--- src/rtl/div_pkg.sv ---
// Shared types for the repeated-subtraction divider.
// FSM state encoding and datapath control bundle.
package div_pkg;

  localparam int DEFAULT_WIDTH = 16;

  typedef enum logic [1:0] {
    IDLE = 2'd0,
    LDB  = 2'd1,
    CALC = 2'd2,
    DONE = 2'd3
  } div_state_e;

  typedef struct packed {
    logic load_a;
    logic load_b;
    logic sub;
    logic zdiv;
  } div_ctrl_t;

  function automatic logic is_busy(div_state_e s);
    return (s == LDB) || (s == CALC);
  endfunction

endpackage

--- src/rtl/div_datapath.sv ---
// Divider datapath: operand, quotient and remainder registers.
// Status flags feed the controller in the top level.
module div_datapath
  import div_pkg::*;
#(
  parameter int WIDTH = DEFAULT_WIDTH
) (
  input  logic             clk,
  input  logic             rst_n,
  input  logic [WIDTH-1:0] data_i,
  input  div_ctrl_t        ctrl_i,
  output logic             r_ge_b_o,
  output logic             b_zero_o,
  output logic [WIDTH-1:0] quotient_o,
  output logic [WIDTH-1:0] remainder_o,
  output logic             dbz_o
);

  logic [WIDTH-1:0] a_q, a_d;
  logic [WIDTH-1:0] b_q, b_d;
  logic [WIDTH-1:0] q_q, q_d;
  logic [WIDTH-1:0] r_q, r_d;
  logic             dbz_q, dbz_d;

  logic [WIDTH-1:0] r_sub;
  logic [WIDTH-1:0] q_inc;

  assign r_sub    = r_q - b_q;
  assign q_inc    = q_q + WIDTH'(1);
  assign r_ge_b_o = (r_q >= b_q);
  assign b_zero_o = (b_q == '0);

  always_comb begin
    a_d   = a_q;
    b_d   = b_q;
    q_d   = q_q;
    r_d   = r_q;
    dbz_d = dbz_q;
    unique case (1'b1)
      ctrl_i.load_a: begin
        a_d   = data_i;
        dbz_d = 1'b0;
      end
      ctrl_i.load_b: begin
        b_d = data_i;
        r_d = a_q;
        q_d = '0;
      end
      ctrl_i.zdiv: begin
        q_d   = '1;
        dbz_d = 1'b1;
      end
      ctrl_i.sub: begin
        r_d = r_sub;
        q_d = q_inc;
      end
      default: ;
    endcase
  end

  always_ff @(posedge clk or negedge rst_n) begin
    if (!rst_n) begin
      a_q   <= '0;
      b_q   <= '0;
      q_q   <= '0;
      r_q   <= '0;
      dbz_q <= 1'b0;
    end else begin
      a_q   <= a_d;
      b_q   <= b_d;
      q_q   <= q_d;
      r_q   <= r_d;
      dbz_q <= dbz_d;
    end
  end

  assign quotient_o  = q_q;
  assign remainder_o = r_q;
  assign dbz_o       = dbz_q;

endmodule

--- src/rtl/div_repeated_sub.sv ---
// Unsigned divider by repeated subtraction, one step per clock.
// Controller FSM here; registers and arithmetic in div_datapath.
module div_repeated_sub
  import div_pkg::*;
#(
  parameter int WIDTH = DEFAULT_WIDTH
) (
  input  logic             clk,
  input  logic             rst_n,
  input  logic             start,
  input  logic [WIDTH-1:0] data_in,
  output logic             busy,
  output logic             done,
  output logic [WIDTH-1:0] quotient,
  output logic [WIDTH-1:0] remainder,
  output logic             div_by_zero
);

  div_state_e state_q, state_d;
  div_ctrl_t  ctrl;
  logic       r_ge_b;
  logic       b_zero;

  always_ff @(posedge clk or negedge rst_n) begin
    if (!rst_n) begin
      state_q <= IDLE;
    end else begin
      state_q <= state_d;
    end
  end

  // B==0 wins over R>=B, which would otherwise loop forever
  always_comb begin
    state_d = state_q;
    unique case (state_q)
      IDLE, DONE: begin
        if (start) state_d = LDB;
      end
      LDB: state_d = CALC;
      CALC: begin
        if (b_zero)      state_d = DONE;
        else if (!r_ge_b) state_d = DONE;
      end
      default: state_d = IDLE;
    endcase
  end

  always_comb begin
    ctrl = '0;
    unique case (state_q)
      IDLE, DONE: ctrl.load_a = start;
      LDB:        ctrl.load_b = 1'b1;
      CALC: begin
        if (b_zero)      ctrl.zdiv = 1'b1;
        else if (r_ge_b) ctrl.sub  = 1'b1;
      end
      default: ;
    endcase
  end

  assign busy = is_busy(state_q);
  assign done = (state_q == DONE);

  div_datapath #(
    .WIDTH(WIDTH)
  ) u_dp (
    .clk        (clk),
    .rst_n      (rst_n),
    .data_i     (data_in),
    .ctrl_i     (ctrl),
    .r_ge_b_o   (r_ge_b),
    .b_zero_o   (b_zero),
    .quotient_o (quotient),
    .remainder_o(remainder),
    .dbz_o      (div_by_zero)
  );

endmodule
--- config.mk ---
export PLATFORM = sky130hd
export DESIGN_NAME = div_repeated_sub
export DESIGN_NICKNAME = d
export VERILOG_FILES = /design/src/rtl/div_pkg.sv /design/src/rtl/div_datapath.sv /design/src/rtl/div_repeated_sub.sv
export SDC_FILE = /design/constraint.sdc
export NUM_CORES = 1
export LEC_CHECK = 0
export ABC_AREA = 1
export CORE_MARGIN = 4
export CORE_UTILIZATION = 61
export CTS_CLUSTER_SIZE = 25
export DETAILED_ROUTE_END_ITERATION = 8
export PLACE_DENSITY = 0.95
export SLEW_MARGIN = 20
export SYNTH_ARGS = -nofsm -noshare
export SYNTH_HDL_FRONTEND = slang
export SYNTH_SLANG_ARGS = --single-unit
--- constraint.sdc ---
create_clock -name clk -period 5.4 [get_ports clk]
set_input_delay 0.81 -clock clk [delete_from_list [all_inputs] [get_ports clk]]
set_output_delay 0.81 -clock clk [all_outputs]
set_load 0.01 [all_outputs]
==> metrics.txt, run 1 <==
# TYPE chip_impl_metric gauge
chip_impl_metric{name="floorplan.die.height",unit="um"} 93.74
chip_impl_info{name="synth_top_cells_by_area",value="dfrtp_1 (37%), nand2_1 (21%), nand3_1 (6.6%)"} 1
chip_impl_metric{name="cellPowerDensity",unit="nW/um2"} 671.3
chip_impl_metric{name="tcrit_tclk_final",unit="%"} 49.84
chip_impl_info{name="launching_element_type_of_the_critical_path",value="flop"} 1
chip_impl_metric{name="floorplan_core_area",unit="um2"} 6982
chip_impl_metric{name="dr.first_iter.drc_count",unit=""} 408
chip_impl_metric{name="power.sequential.fraction",unit="%"} 24.0
chip_impl_metric{name="initial_utilization",unit="%"} 64.23
chip_impl_metric{name="cts-root-to-sink-buffers",unit=""} 2
chip_impl_metric{name="final.min_clock_period",unit="ps"} 2691
chip_impl_metric{name="antenna_violations_before_repair",unit=""} 0
chip_impl_metric{name="cts_num_sinks",unit=""} 67
chip_impl_metric{name="post_synth_fa_ha_maj_area_fraction",unit="%"} 6.306
chip_impl_metric{name="comb_power_share",unit="%"} 65.0
chip_impl_metric{name="placement.setup.worst_slack",unit="ps"} 2770
chip_impl_info{name="worstHoldEndpoint",value="u_dp.a_q[8]$_DFFE_PN0P_"} 1
chip_impl_metric{name="internal-power",unit="mW"} 1.684
chip_impl_metric{name="synth-simple-area-share",unit="%"} 39.62
chip_impl_metric{name="hpwl",unit="um"} 8233
chip_impl_metric{name="grt_pass1_wl",unit="um"} 19410
chip_impl_metric{name="routed-via-count",unit=""} 4312
chip_impl_metric{name="dr.pass1.iters",unit=""} 6
chip_impl_metric{name="drt-wirelength-per-cell",unit="um"} 15.16
chip_impl_metric{name="setup_skew_after_layout",unit="ps"} 11.94
chip_impl_metric{name="global_route.overflow_total",unit=""} 0
chip_impl_metric{name="synth-seq-area-share",unit="%"} 37.39
chip_impl_info{name="reg_to_reg_startpoint",value="u_dp.remainder_o[0]$_DFFE_PN0P_"} 1
chip_impl_metric{name="drtAntennaViolNets",unit=""} 0
chip_impl_info{name="crit-reg2reg-capture",value="u_dp.quotient_o[15]$_DFFE_PN0P_"} 1
chip_impl_metric{name="yosysWarningCount",unit=""} 0
chip_impl_metric{name="slew_viol_final",unit=""} 0
chip_impl_metric{name="route.final.wire_length",unit="um"} 11750
chip_impl_metric{name="synth.mux.area_fraction",unit="%"} 0
chip_impl_metric{name="report.final.hold_viol_count",unit=""} 0
chip_impl_metric{name="diodes",unit=""} 0
chip_impl_metric{name="max_stage_delay",unit="ps"} 730
chip_impl_info{name="status",value="finished clean"} 1
chip_impl_metric{name="power_switching_share",unit="%"} 51.76
chip_impl_info{name="hold_path_class",value="reg2reg"} 1
chip_impl_metric{name="finalNetCount",unit=""} 715
chip_impl_metric{name="synth_top_area_share",unit="%"} 37.39
chip_impl_metric{name="cp_data_required_time",unit="ps"} 5660
chip_impl_metric{name="synthesized_cell_area",unit="um2"} 4484
chip_impl_metric{name="count_of_endpoints_failing_setup_in_the_final_report",unit=""} 0
chip_impl_metric{name="layout.area.seq",unit="um2"} 1677
chip_impl_metric{name="worstSkewPairLatency",unit="ps"} 350
chip_impl_metric{name="die_w",unit="um"} 93.74
chip_impl_metric{name="synthesis.nets",unit=""} 667
chip_impl_info{name="crit_path_cell_trace",value="inv_1, ha_1, fa_1, inv_1, nand2_1, nand2_1, nand3_2, nand3_2, nand2_4, a21oi_4, nand2_1, nand3_1"} 1
chip_impl_metric{name="worstPathArrival",unit="ps"} 2950
chip_impl_info{name="clock_tree.root_cell",value="clkbuf_8"} 1
chip_impl_metric{name="synthesis.area_per_instance",unit="um2"} 7.163
chip_impl_metric{name="worst-path-max-fanout",unit=""} 26
chip_impl_metric{name="area_growth_syn_to_layout",unit="%"} 15.99
chip_impl_metric{name="rr_worst_depth",unit=""} 12
chip_impl_metric{name="via_per_inst",unit=""} 5.564
chip_impl_metric{name="buffer_ports.inserted",unit=""} 53
chip_impl_metric{name="synth_seq_cells",unit=""} 67
chip_impl_metric{name="cts.repair.resized",unit=""} 0
chip_impl_metric{name="clk_pin_slew",unit="ps"} 80
chip_impl_metric{name="floorplan.rows",unit=""} 30
chip_impl_info{name="main_combinational_cell_family_by_area_after_synthesis",value="simple AND/OR/NAND/NOR gates"} 1
chip_impl_metric{name="final_layout_size_suffix_gt1_share",unit="%"} 8.689
chip_impl_info{name="timing.hold.worst.start",value="u_dp.a_q[8]$_DFFE_PN0P_"} 1
chip_impl_metric{name="synth.distinct_cells",unit=""} 30
chip_impl_info{name="critical_path.most_common_cell",value="nand2_1"} 1
chip_impl_metric{name="max_slew_margin",unit="%"} 24.28
chip_impl_info{name="cts_tree",value="built"} 1
chip_impl_metric{name="post-route-worst-setup-slack",unit="ps"} 2709
chip_impl_metric{name="cts_buffers",unit=""} 9
chip_impl_metric{name="min_path_cells",unit=""} 2
chip_impl_metric{name="place.gp.congestion",unit=""} 0.9380
chip_impl_metric{name="p_switching",unit="mW"} 1.807
chip_impl_metric{name="worst-r2r-setup-slack",unit="ps"} 2710
chip_impl_metric{name="grt.total_usage",unit="%"} 27.84
chip_impl_metric{name="cts_hold_buffers",unit=""} 0
chip_impl_info{name="setup_repair_after_global_routing_missed_its_margin",value="no"} 1
chip_impl_metric{name="grt_start_max_net_pins",unit=""} 68
chip_impl_info{name="critical_path_class",value="reg2reg"} 1
chip_impl_metric{name="tightestPinTransition",unit="ps"} 1135
chip_impl_metric{name="die_area",unit="um2"} 8787
chip_impl_metric{name="h-tree-depth",unit=""} 3
chip_impl_info{name="critical_path_sink_type",value="flop"} 1
chip_impl_metric{name="yosys.area_share.xor_xnor",unit="%"} 3.906
chip_impl_info{name="timing.critical_path.slowest_stage_cell",value="a21oi_4"} 1
chip_impl_metric{name="max-cap-violations",unit=""} 0
chip_impl_metric{name="route.detailed.drc",unit=""} 0
chip_impl_metric{name="cells_after_synth",unit=""} 626
chip_impl_metric{name="area_of_the_multi_input_gates",unit="um2"} 2397
chip_impl_metric{name="power_frac_clock",unit="%"} 10.9
chip_impl_metric{name="max-vdd-ir-drop",unit="mV"} 0.5739
chip_impl_metric{name="maxClockFrequency",unit="MHz"} 371.6
chip_impl_metric{name="cts.repair_timing.setup_buffer_count",unit=""} 0
chip_impl_metric{name="nFillCells",unit=""} 496
chip_impl_metric{name="totalNegativeSetupSlack",unit="ps"} 0
chip_impl_metric{name="boundaryPins",unit=""} 54
chip_impl_info{name="yosys.area.top_type",value="dfrtp_1"} 1
chip_impl_metric{name="synth_compound_gate_area_share",unit="%"} 3.627
chip_impl_metric{name="p_leak",unit="nW"} 2.857
chip_impl_metric{name="number_of_global_route_vias_before_repair",unit=""} 4193
[area by class of cell]
class / count / area share, %
inverter: 77 / 5.557
sequential: 67 / 32.23
multi-input combinational: 464 / 46.09
clock inverter: 6 / 0.7698
clock buffer: 10 / 2.646
tap: 96 / 2.309
timing repair buffer: 55 / 10.39
[worst max-delay path by stage]
stage | from | endpoint | slack [ps] | depth (start not counted)
floorplan | u_dp.remainder_o[0]$_DFFE_PN0P_ | u_dp.remainder_o[12]$_DFFE_PN0P_ | 3320 | 14
global placement | u_dp.remainder_o[0]$_DFFE_PN0P_ | u_dp.remainder_o[9]$_DFFE_PN0P_ | 2910 | 13
detailed placement | u_dp.remainder_o[0]$_DFFE_PN0P_ | u_dp.remainder_o[11]$_DFFE_PN0P_ | 2770 | 13
CTS | u_dp.remainder_o[0]$_DFFE_PN0P_ | u_dp.remainder_o[15]$_DFFE_PN0P_ | 2740 | 13
global route | u_dp.remainder_o[0]$_DFFE_PN0P_ | u_dp.remainder_o[5]$_DFFE_PN0P_ | 2460 | 13
finish | u_dp.remainder_o[0]$_DFFE_PN0P_ | u_dp.quotient_o[15]$_DFFE_PN0P_ | 2710 | 12
[per-layer routing]
metal  wire (um)  part of all wire [%]  track usage, %  vias up
met1        4848                    41           37.35     2010
li1            -                     -               -     2043
met4         212                   1.8           8.905        0
met2        5573                    47           44.71      231
met5           0                     0               0        -
met3        1111                   9.5           6.330       28
[cells in the mapped netlist]
library cell / n
a21oi_1: 8
a21oi_2: 1
a21oi_4: 1
and2_1: 4
buf_1: 2
buf_2: 1
buf_6: 7
clkbuf_1: 8
dfrtp_1: 67
fa_1: 1
ha_1: 21
inv_1: 74
inv_2: 3
nand2_1: 252
nand2_2: 14
nand2_4: 3
nand3_1: 59
nand3_2: 13
nand3b_1: 5
nand4_1: 11
nor2_1: 27
nor2_2: 1
nor2_4: 2
nor3_4: 1
o21ai_0: 17
o21ai_1: 1
o21bai_1: 1
or2_2: 1
xnor2_1: 10
xor2_1: 10
[cell families (layout without fill, tap and decap cells)]
kind of cell / count (synthesis) / count (layout)
AOI/OAI and AO/OA: 29 / 29
and+or+nand+nor: 393 / 393
buffers and inverters: 95 / 148
DFF: 67 / 67
adders and majority gates: 22 / 22
xor gates and xnor gates: 20 / 20
[cell usage in the layout (no fill, tap or decap), types with 2 or more instances in the layout]
cell type	n
a21oi_1	8
and2_1	4
buf_4	2
clkbuf_8	10
clkdlybuf4s50_1	52
clkinv_2	3
dfrtp_1	67
ha_1	21
inv_1	74
inv_2	3
nand2_1	252
nand2_2	14
nand2_4	3
nand3_1	59
nand3_2	13
nand3b_1	5
nand4_1	11
nor2_1	27
nor2_4	2
o21ai_0	17
xnor2_1	10
xor2_1	10
[power groups by stage]
stage,registers [mW],clock network [mW],logic [mW]
2_1_floorplan,0.833,0,1.64
3_3_place_gp,0.826,0,2.12
3_5_place_dp,0.837,0,2.20
4_1_cts,0.832,0.384,2.23
5_1_grt,0.850,0.405,2.55
6_report,0.839,0.382,2.27
[registers in the layout (all words and copies together) (netlist names)]
| register | cells |
|---|---|
| u_dp.a_q | 16 |
| u_dp.b_q | 16 |
| u_dp.quotient_o | 16 |
| u_dp.remainder_o | 16 |
| state_q | 2 |
| u_dp.dbz_o | 1 |
[worst max-delay path: cells and delay by family (launching register included)]
| kind | cells | cell delay [ps] |
|---|---|---|
| compound gates | 1 | 730 |
| simple gates | 7 | 690 |
| fa+ha+maj | 2 | 630 |
| flops | 1 | 380 |
| buf+inv | 2 | 170 |
[metrics by stage]
stage | hold slack, ps | instances | cell area [um2] | total power, mW | util [%]
floorplan | 448.7 | 626 | 4484 | 2.476 | -
CTS | 485.3 | 775 | 5201 | 3.445 | 74.50
global placement | 461.9 | 759 | 5024 | 2.943 | 71.95
detailed placement | 465.7 | 759 | 5024 | 3.036 | 71.95
global route | 512.4 | 775 | 5201 | 3.805 | 74.50
finish | 490.7 | 775 | 5201 | 3.492 | 74.50
No activity file was read; power rests on OpenSTA's default activity.
==> run 2: changes to the inputs <==
- CORE_UTILIZATION: 61 -> 57
- PLACE_DENSITY: 0.95 -> 0.92
- clock period: 5.4 -> 2.6 ns (I/O delays scaled with it)
==> run 2 against run 1 <==
Net effect:
- non-clock buffer count grew 4
- highest routed layer unchanged
- final cell count increased by 1.3%
- register-to-register slack worse by 2500 ps
- sequential power up 110%
- critical endpoint is now u_dp.remainder_o[5]$_DFFE_PN0P_
- clock skew decreased by 4.3 ps
- critical path depth grew 2
- cell area increased by 2.1%
- global-route usage is 2.4 points lower
- largest power group unchanged
- worst hold slack lost 460 ps
- clock-buffer cell count did not move
- fmax up 14%
==> metrics.txt, run 2 (synthesis gave the netlist of run 1 again) <==
# TYPE chip_impl_metric gauge
chip_impl_metric{name="tightestPinTransition",unit="ps"} 502.5
chip_impl_metric{name="cts_hold_buffers",unit=""} 0
chip_impl_metric{name="cts_num_sinks",unit=""} 67
chip_impl_metric{name="max-cap-violations",unit=""} 0
chip_impl_info{name="cts_tree",value="built"} 1
chip_impl_info{name="most_frequent_standard_cell_in_the_layout_excluding_fill_and_tap_cells",value="nand2_1"} 1
chip_impl_metric{name="placedCellCount",unit=""} 769
chip_impl_metric{name="die_area",unit="um2"} 9350
chip_impl_info{name="setup_repair_after_global_routing_missed_its_margin",value="no"} 1
chip_impl_metric{name="totalNegativeSetupSlack",unit="ps"} 0
chip_impl_metric{name="global_route.overflow_total",unit=""} 0
chip_impl_metric{name="p_switching",unit="mW"} 3.788
chip_impl_metric{name="route.final.wire_length",unit="um"} 11720
chip_impl_metric{name="dr.pass1.iters",unit=""} 5
chip_impl_metric{name="cellPowerDensity",unit="nW/um2"} 1415
chip_impl_metric{name="worst-path-max-fanout",unit=""} 18
chip_impl_metric{name="die_w",unit="um"} 96.70
chip_impl_metric{name="via_per_inst",unit=""} 5.506
chip_impl_metric{name="power_frac_clock",unit="%"} 12.8
chip_impl_metric{name="floorplan.die.height",unit="um"} 96.70
chip_impl_info{name="hold_path_class",value="in2async"} 1
chip_impl_metric{name="diodes",unit=""} 0
chip_impl_metric{name="h-tree-depth",unit=""} 3
chip_impl_metric{name="setup_skew_after_layout",unit="ps"} 7.636
chip_impl_metric{name="worst-r2r-setup-slack",unit="ps"} 250
chip_impl_metric{name="buffer_ports.inserted",unit=""} 53
chip_impl_metric{name="final_layout_size_suffix_gt1_share",unit="%"} 9.078
chip_impl_metric{name="boundaryPins",unit=""} 54
chip_impl_info{name="crit-reg2reg-capture",value="u_dp.remainder_o[5]$_DFFE_PN0P_"} 1
chip_impl_metric{name="grt.total_usage",unit="%"} 25.48
chip_impl_metric{name="cp_data_required_time",unit="ps"} 2840
chip_impl_info{name="clock_tree.root_cell",value="clkbuf_8"} 1
chip_impl_metric{name="dr.first_iter.drc_count",unit=""} 511
chip_impl_metric{name="finish.instance_area",unit="um2"} 5311
chip_impl_metric{name="internal-power",unit="mW"} 3.728
chip_impl_info{name="reg_to_reg_startpoint",value="u_dp.remainder_o[0]$_DFFE_PN0P_"} 1
chip_impl_metric{name="max_slew_margin",unit="%"} 66.46
chip_impl_metric{name="totalPowerFinal",unit="mW"} 7.516
chip_impl_metric{name="tcrit_tclk_final",unit="%"} 90.42
chip_impl_metric{name="p_leak",unit="nW"} 2.887
chip_impl_metric{name="clk_pin_slew",unit="ps"} 80
chip_impl_metric{name="cts.repair_timing.setup_buffer_count",unit=""} 0
chip_impl_metric{name="drtAntennaViolNets",unit=""} 0
chip_impl_metric{name="max-vdd-ir-drop",unit="mV"} 0.8829
chip_impl_metric{name="cts_buffers",unit=""} 9
chip_impl_metric{name="placed_cell_area",unit="um2"} 5086
chip_impl_metric{name="routed-via-count",unit=""} 4322
chip_impl_metric{name="number_of_global_route_vias_before_repair",unit=""} 4193
chip_impl_metric{name="rr_worst_depth",unit=""} 14
chip_impl_metric{name="hold-worst-slack",unit="ps"} 32.21
chip_impl_metric{name="slew_viol_final",unit=""} 0
chip_impl_metric{name="drt-wirelength-per-cell",unit="um"} 14.93
chip_impl_info{name="critical_path_class",value="reg2reg"} 1
chip_impl_metric{name="worstPathArrival",unit="ps"} 2590
chip_impl_metric{name="final.min_clock_period",unit="ps"} 2351
chip_impl_metric{name="hpwl",unit="um"} 8532
chip_impl_metric{name="initial_utilization",unit="%"} 58.33
chip_impl_metric{name="area_growth_syn_to_layout",unit="%"} 18.44
chip_impl_metric{name="worstSkewPairLatency",unit="ps"} 350
chip_impl_metric{name="power_switching_share",unit="%"} 50.40
chip_impl_metric{name="power.sequential.fraction",unit="%"} 23.1
chip_impl_metric{name="nFillCells",unit=""} 581
chip_impl_metric{name="place.gp.congestion",unit=""} 0.9990
chip_impl_info{name="mostFrequentLayoutCells",value="nand2_1 (252), inv_1 (74), dfrtp_1 (67), nand3_1 (59), clkdlybuf4s50_1 (52)"} 1
chip_impl_metric{name="comb_power_share",unit="%"} 64.1
chip_impl_info{name="critical_path_sink_type",value="flop"} 1
chip_impl_metric{name="grt_pass1_wl",unit="um"} 19650
chip_impl_metric{name="cts-root-to-sink-buffers",unit=""} 2
chip_impl_info{name="launching_element_type_of_the_critical_path",value="flop"} 1
chip_impl_metric{name="report.final.hold_viol_count",unit=""} 0
chip_impl_metric{name="antenna_violations_before_repair",unit=""} 0
chip_impl_metric{name="finish.cell_count_without_fillers",unit=""} 785
chip_impl_metric{name="maxClockFrequency",unit="MHz"} 425.4
chip_impl_metric{name="grt_start_max_net_pins",unit=""} 68
chip_impl_metric{name="finalNetCount",unit=""} 719
chip_impl_metric{name="route.detailed.drc",unit=""} 0
chip_impl_metric{name="count_of_endpoints_failing_setup_in_the_final_report",unit=""} 0
chip_impl_metric{name="floorplan.rows",unit=""} 32
chip_impl_metric{name="floorplan_core_area",unit="um2"} 7687
chip_impl_info{name="status",value="finished clean"} 1
==> run 2: through the flow <==
stage	util, %	setup slack (ps)
2_1_floorplan	-	517.4
4_1_cts	68.98	142.9
6_report	69.09	249.0
5_1_grt	69.09	111.0
3_3_place_gp	66.16	337.8
3_5_place_dp	66.16	245.9
==> run 2: routing by layer <==
layer,track usage [%],share of wire (%)
met5,0,0
met4,7.991,2.4
met3,4.975,8.1
met2,42.25,49
met1,33.71,41
==> run 2: how the worst max path moves through the flow <==
stage	from	endpoint	slack, ps	cells after the start
5_1_grt	u_dp.remainder_o[0]$_DFFE_PN0P_	u_dp.remainder_o[5]$_DFFE_PN0P_	110	14
3_5_place_dp	u_dp.remainder_o[0]$_DFFE_PN0P_	u_dp.quotient_o[9]$_DFFE_PN0P_	250	13
6_report	u_dp.remainder_o[0]$_DFFE_PN0P_	u_dp.remainder_o[5]$_DFFE_PN0P_	250	14
4_1_cts	u_dp.remainder_o[0]$_DFFE_PN0P_	state_q[1]$_DFFE_PN0P_	140	14
3_3_place_gp	u_dp.remainder_o[0]$_DFFE_PN0P_	u_dp.remainder_o[5]$_DFFE_PN0P_	340	14
2_1_floorplan	u_dp.remainder_o[0]$_DFFE_PN0P_	u_dp.remainder_o[12]$_DFFE_PN0P_	520	14
==> run 2: timing repair <==
item                                   4_1_cts  5_1_grt
gates resized for setup                      0        1
endpoints found under the hold margin        0        0
setup endpoints to repair                    0        1
==> run 2: layout make-up <==
class / count / area [um2] / area share [%]
Timing Repair Buffer: 59 / 595.6 / 11.21
Clock buffer: 10 / 127.6 / 2.403
Tap cell: 102 / 127.6 / 2.403
Clock inverter: 6 / 88.84 / 1.673
Multi-Input combinational cell: 464 / 2406 / 45.30
Inverter: 77 / 289.0 / 5.442
Sequential cell: 67 / 1677 / 31.57
==> run 2: power groups by stage <==
stage	clock, mW	combinational [mW]	sequential, mW
detailed placement	0	4.64	1.73
finish	0.961	4.82	1.73
CTS	0.967	4.74	1.72
floorplan	0	3.41	1.73
global placement	0	4.47	1.71
global route	1.01	5.38	1.77
==> run 2: critical path, stage by stage (launching register included) <==
cell and delay, ps:
dfrtp_1 370, inv_1 50, ha_1 220, fa_1 400, inv_1 120, nand2_1 70
nand2_1 90, nand3_2 80, nand3_2 100, nand2_4 70, a21oi_4 300, buf_12 220
nand2_1 60, nand2_1 50, nand2_1 40
==> run 3: changes to the inputs <==
- PLACE_DENSITY: 0.92 -> 0.81
==> run 3 against run 2 <==
Net effect:
- first-iteration DRC count is 49% lower
- clock-buffer cell count increased by 2
- register-to-register slack worse by 50 ps
- total power is 1.4% lower
- wire length decreased by 5.0%
- flip-flop and latch count unchanged
- global-route usage decreased by 1.4 points
- core utilization is 0.15 points lower
- worst setup slack lost 49 ps
- critical path depth did not move
- largest cell class unchanged
- largest power group unchanged
==> metrics.txt, run 3 (synthesis gave the netlist of run 1 again) <==
# TYPE chip_impl_metric gauge
chip_impl_metric{name="drt-wirelength-per-cell",unit="um"} 14.17
chip_impl_metric{name="floorplan.die.height",unit="um"} 96.70
chip_impl_metric{name="worst-path-max-fanout",unit=""} 51
chip_impl_metric{name="cts_hold_buffers",unit=""} 0
chip_impl_metric{name="final.min_clock_period",unit="ps"} 2400
chip_impl_metric{name="max-vdd-ir-drop",unit="mV"} 0.7911
chip_impl_metric{name="h-tree-depth",unit=""} 3
chip_impl_metric{name="antenna_violations_before_repair",unit=""} 0
chip_impl_metric{name="rr_worst_depth",unit=""} 14
chip_impl_metric{name="p_leak",unit="nW"} 2.904
chip_impl_metric{name="initial_utilization",unit="%"} 58.33
chip_impl_metric{name="cts_num_sinks",unit=""} 67
chip_impl_info{name="reg_to_reg_startpoint",value="u_dp.remainder_o[0]$_DFFE_PN0P_"} 1
chip_impl_info{name="status",value="finished clean"} 1
chip_impl_metric{name="cp_data_required_time",unit="ps"} 2890
chip_impl_info{name="hold_path_class",value="in2async"} 1
chip_impl_metric{name="boundaryPins",unit=""} 54
chip_impl_info{name="critical_path_class",value="reg2reg"} 1
chip_impl_metric{name="nFillCells",unit=""} 645
chip_impl_metric{name="hpwl",unit="um"} 8244
chip_impl_metric{name="maxClockFrequency",unit="MHz"} 416.8
chip_impl_metric{name="route.final.wire_length",unit="um"} 11140
chip_impl_metric{name="dr.pass1.iters",unit=""} 5
chip_impl_metric{name="global_route.overflow_total",unit=""} 0
chip_impl_metric{name="drtAntennaViolNets",unit=""} 0
chip_impl_metric{name="slew_viol_final",unit=""} 0
chip_impl_metric{name="post-route-worst-setup-slack",unit="ps"} 200.5
chip_impl_info{name="cts_tree",value="built"} 1
chip_impl_metric{name="max_slew_margin",unit="%"} 64.84
chip_impl_metric{name="cts_buffers",unit=""} 9
chip_impl_metric{name="max-cap-violations",unit=""} 0
chip_impl_metric{name="route.detailed.drc",unit=""} 0
chip_impl_metric{name="cellPowerDensity",unit="nW/um2"} 1398
chip_impl_metric{name="totalNegativeSetupSlack",unit="ps"} 0
chip_impl_metric{name="cts.repair_timing.setup_buffer_count",unit=""} 0
chip_impl_metric{name="dr.first_iter.drc_count",unit=""} 262
chip_impl_metric{name="tcrit_tclk_final",unit="%"} 92.29
chip_impl_metric{name="hold-worst-slack",unit="ps"} 30.00
chip_impl_metric{name="placedCellCount",unit=""} 770
chip_impl_metric{name="die_area",unit="um2"} 9350
chip_impl_metric{name="worstSkewPairLatency",unit="ps"} 350
chip_impl_metric{name="area_growth_syn_to_layout",unit="%"} 18.19
chip_impl_metric{name="worst-r2r-setup-slack",unit="ps"} 200
chip_impl_info{name="setup_repair_after_global_routing_missed_its_margin",value="no"} 1
chip_impl_metric{name="die_w",unit="um"} 96.70
chip_impl_metric{name="tightestPinTransition",unit="ps"} 526.9
chip_impl_metric{name="floorplan.rows",unit=""} 32
chip_impl_info{name="worst_setup_path_startpoint",value="u_dp.remainder_o[0]$_DFFE_PN0P_"} 1
chip_impl_metric{name="finish.cell_count_without_fillers",unit=""} 786
chip_impl_info{name="clock_tree.root_cell",value="clkbuf_8"} 1
chip_impl_metric{name="diodes",unit=""} 0
chip_impl_metric{name="finish.instance_area",unit="um2"} 5300
chip_impl_metric{name="placement.setup.worst_slack",unit="ps"} 243.3
chip_impl_metric{name="buffer_ports.inserted",unit=""} 53
chip_impl_metric{name="number_of_global_route_vias_before_repair",unit=""} 3963
chip_impl_metric{name="floorplan_core_area",unit="um2"} 7687
chip_impl_info{name="critical_path_sink_type",value="flop"} 1
chip_impl_metric{name="cts-root-to-sink-buffers",unit=""} 2
chip_impl_metric{name="count_of_endpoints_failing_setup_in_the_final_report",unit=""} 0
chip_impl_metric{name="grt.total_usage",unit="%"} 24.13
chip_impl_info{name="crit-reg2reg-capture",value="state_q[1]$_DFFE_PN0P_"} 1
chip_impl_metric{name="report.final.hold_viol_count",unit=""} 0
chip_impl_metric{name="placed_cell_area",unit="um2"} 5081
chip_impl_info{name="launching_element_type_of_the_critical_path",value="flop"} 1
chip_impl_metric{name="final_layout_size_suffix_gt1_share",unit="%"} 9.064
chip_impl_metric{name="routed-via-count",unit=""} 4210
chip_impl_info{name="mostFrequentLayoutCells",value="nand2_1 (252), inv_1 (74), dfrtp_1 (67), nand3_1 (59), clkdlybuf4s50_1 (52)"} 1
chip_impl_metric{name="setup_skew_after_layout",unit="ps"} 8.389
chip_impl_metric{name="clk_pin_slew",unit="ps"} 70
chip_impl_metric{name="grt_pass1_wl",unit="um"} 18620
chip_impl_metric{name="place.gp.congestion",unit=""} 1.004
chip_impl_metric{name="finalNetCount",unit=""} 720
chip_impl_metric{name="cts.repair.resized",unit=""} 0
chip_impl_metric{name="grt_start_max_net_pins",unit=""} 68
chip_impl_metric{name="via_per_inst",unit=""} 5.356
chip_impl_info{name="most_frequent_standard_cell_in_the_layout_excluding_fill_and_tap_cells",value="nand2_1"} 1
chip_impl_metric{name="worstPathArrival",unit="ps"} 2690
[run 3: layout make-up]
class                           count  area, um2  share of cell area, %
Clock buffer                       12      145.1                  2.738
Clock inverter                      4      73.82                  1.393
Inverter                           77      289.0                  5.453
Multi-Input combinational cell    464       2397                  45.23
Sequential cell                    67       1677                  31.63
Tap cell                          102      127.6                  2.408
Timing Repair Buffer               60      590.6                  11.14
[run 3: per-layer routing]
layer	wire length, um	GRT usage (%)	share of wire, %
met2	5084	37.63	46
met1	5148	34.69	46
met5	0	0	0
met4	138	6.587	1.2
met3	769	4.326	6.9
[run 3: per-stage QoR]
step | utilization [%] | total power [mW]
6_report | 68.95 | 7.411
2_1_floorplan | - | 5.143
4_1_cts | 68.95 | 7.366
5_1_grt | 68.95 | 8.052
3_3_place_gp | 66.10 | 6.179
3_5_place_dp | 66.10 | 6.342
[run 3: how the worst max path moves through the flow]
stage / endpoint / slack [ps] / cells past startpoint
floorplan: u_dp.remainder_o[12]$_DFFE_PN0P_ / 520 / 14
global placement: state_q[0]$_DFFE_PN0P_ / 350 / 13
detailed placement: state_q[1]$_DFFE_PN0P_ / 240 / 14
CTS: state_q[1]$_DFFE_PN0P_ / 210 / 14
global route: state_q[0]$_DFFE_PN0P_ / 30 / 14
finish: state_q[1]$_DFFE_PN0P_ / 200 / 14
[run 3: critical path, stage by stage (launching register included)]
cell and delay (ps):
dfrtp_1 370, inv_1 50, ha_1 220, fa_1 410, inv_1 120, nand2_1 70, nand2_1 90, nand3_2 80
nand3_2 100, nand2_4 70, nand2_4 100, nand2_4 310, nand2_1 210, nand2_1 80, nand2_1 60
[run 3: power by group]
| part | switching [mW] | internal [mW] | total (mW) |
|---|---|---|---|
| Combinational | 3.02 | 1.71 | 4.73 |
| Clock | 0.398 | 0.567 | 0.965 |
| Sequential | 0.264 | 1.46 | 1.72 |
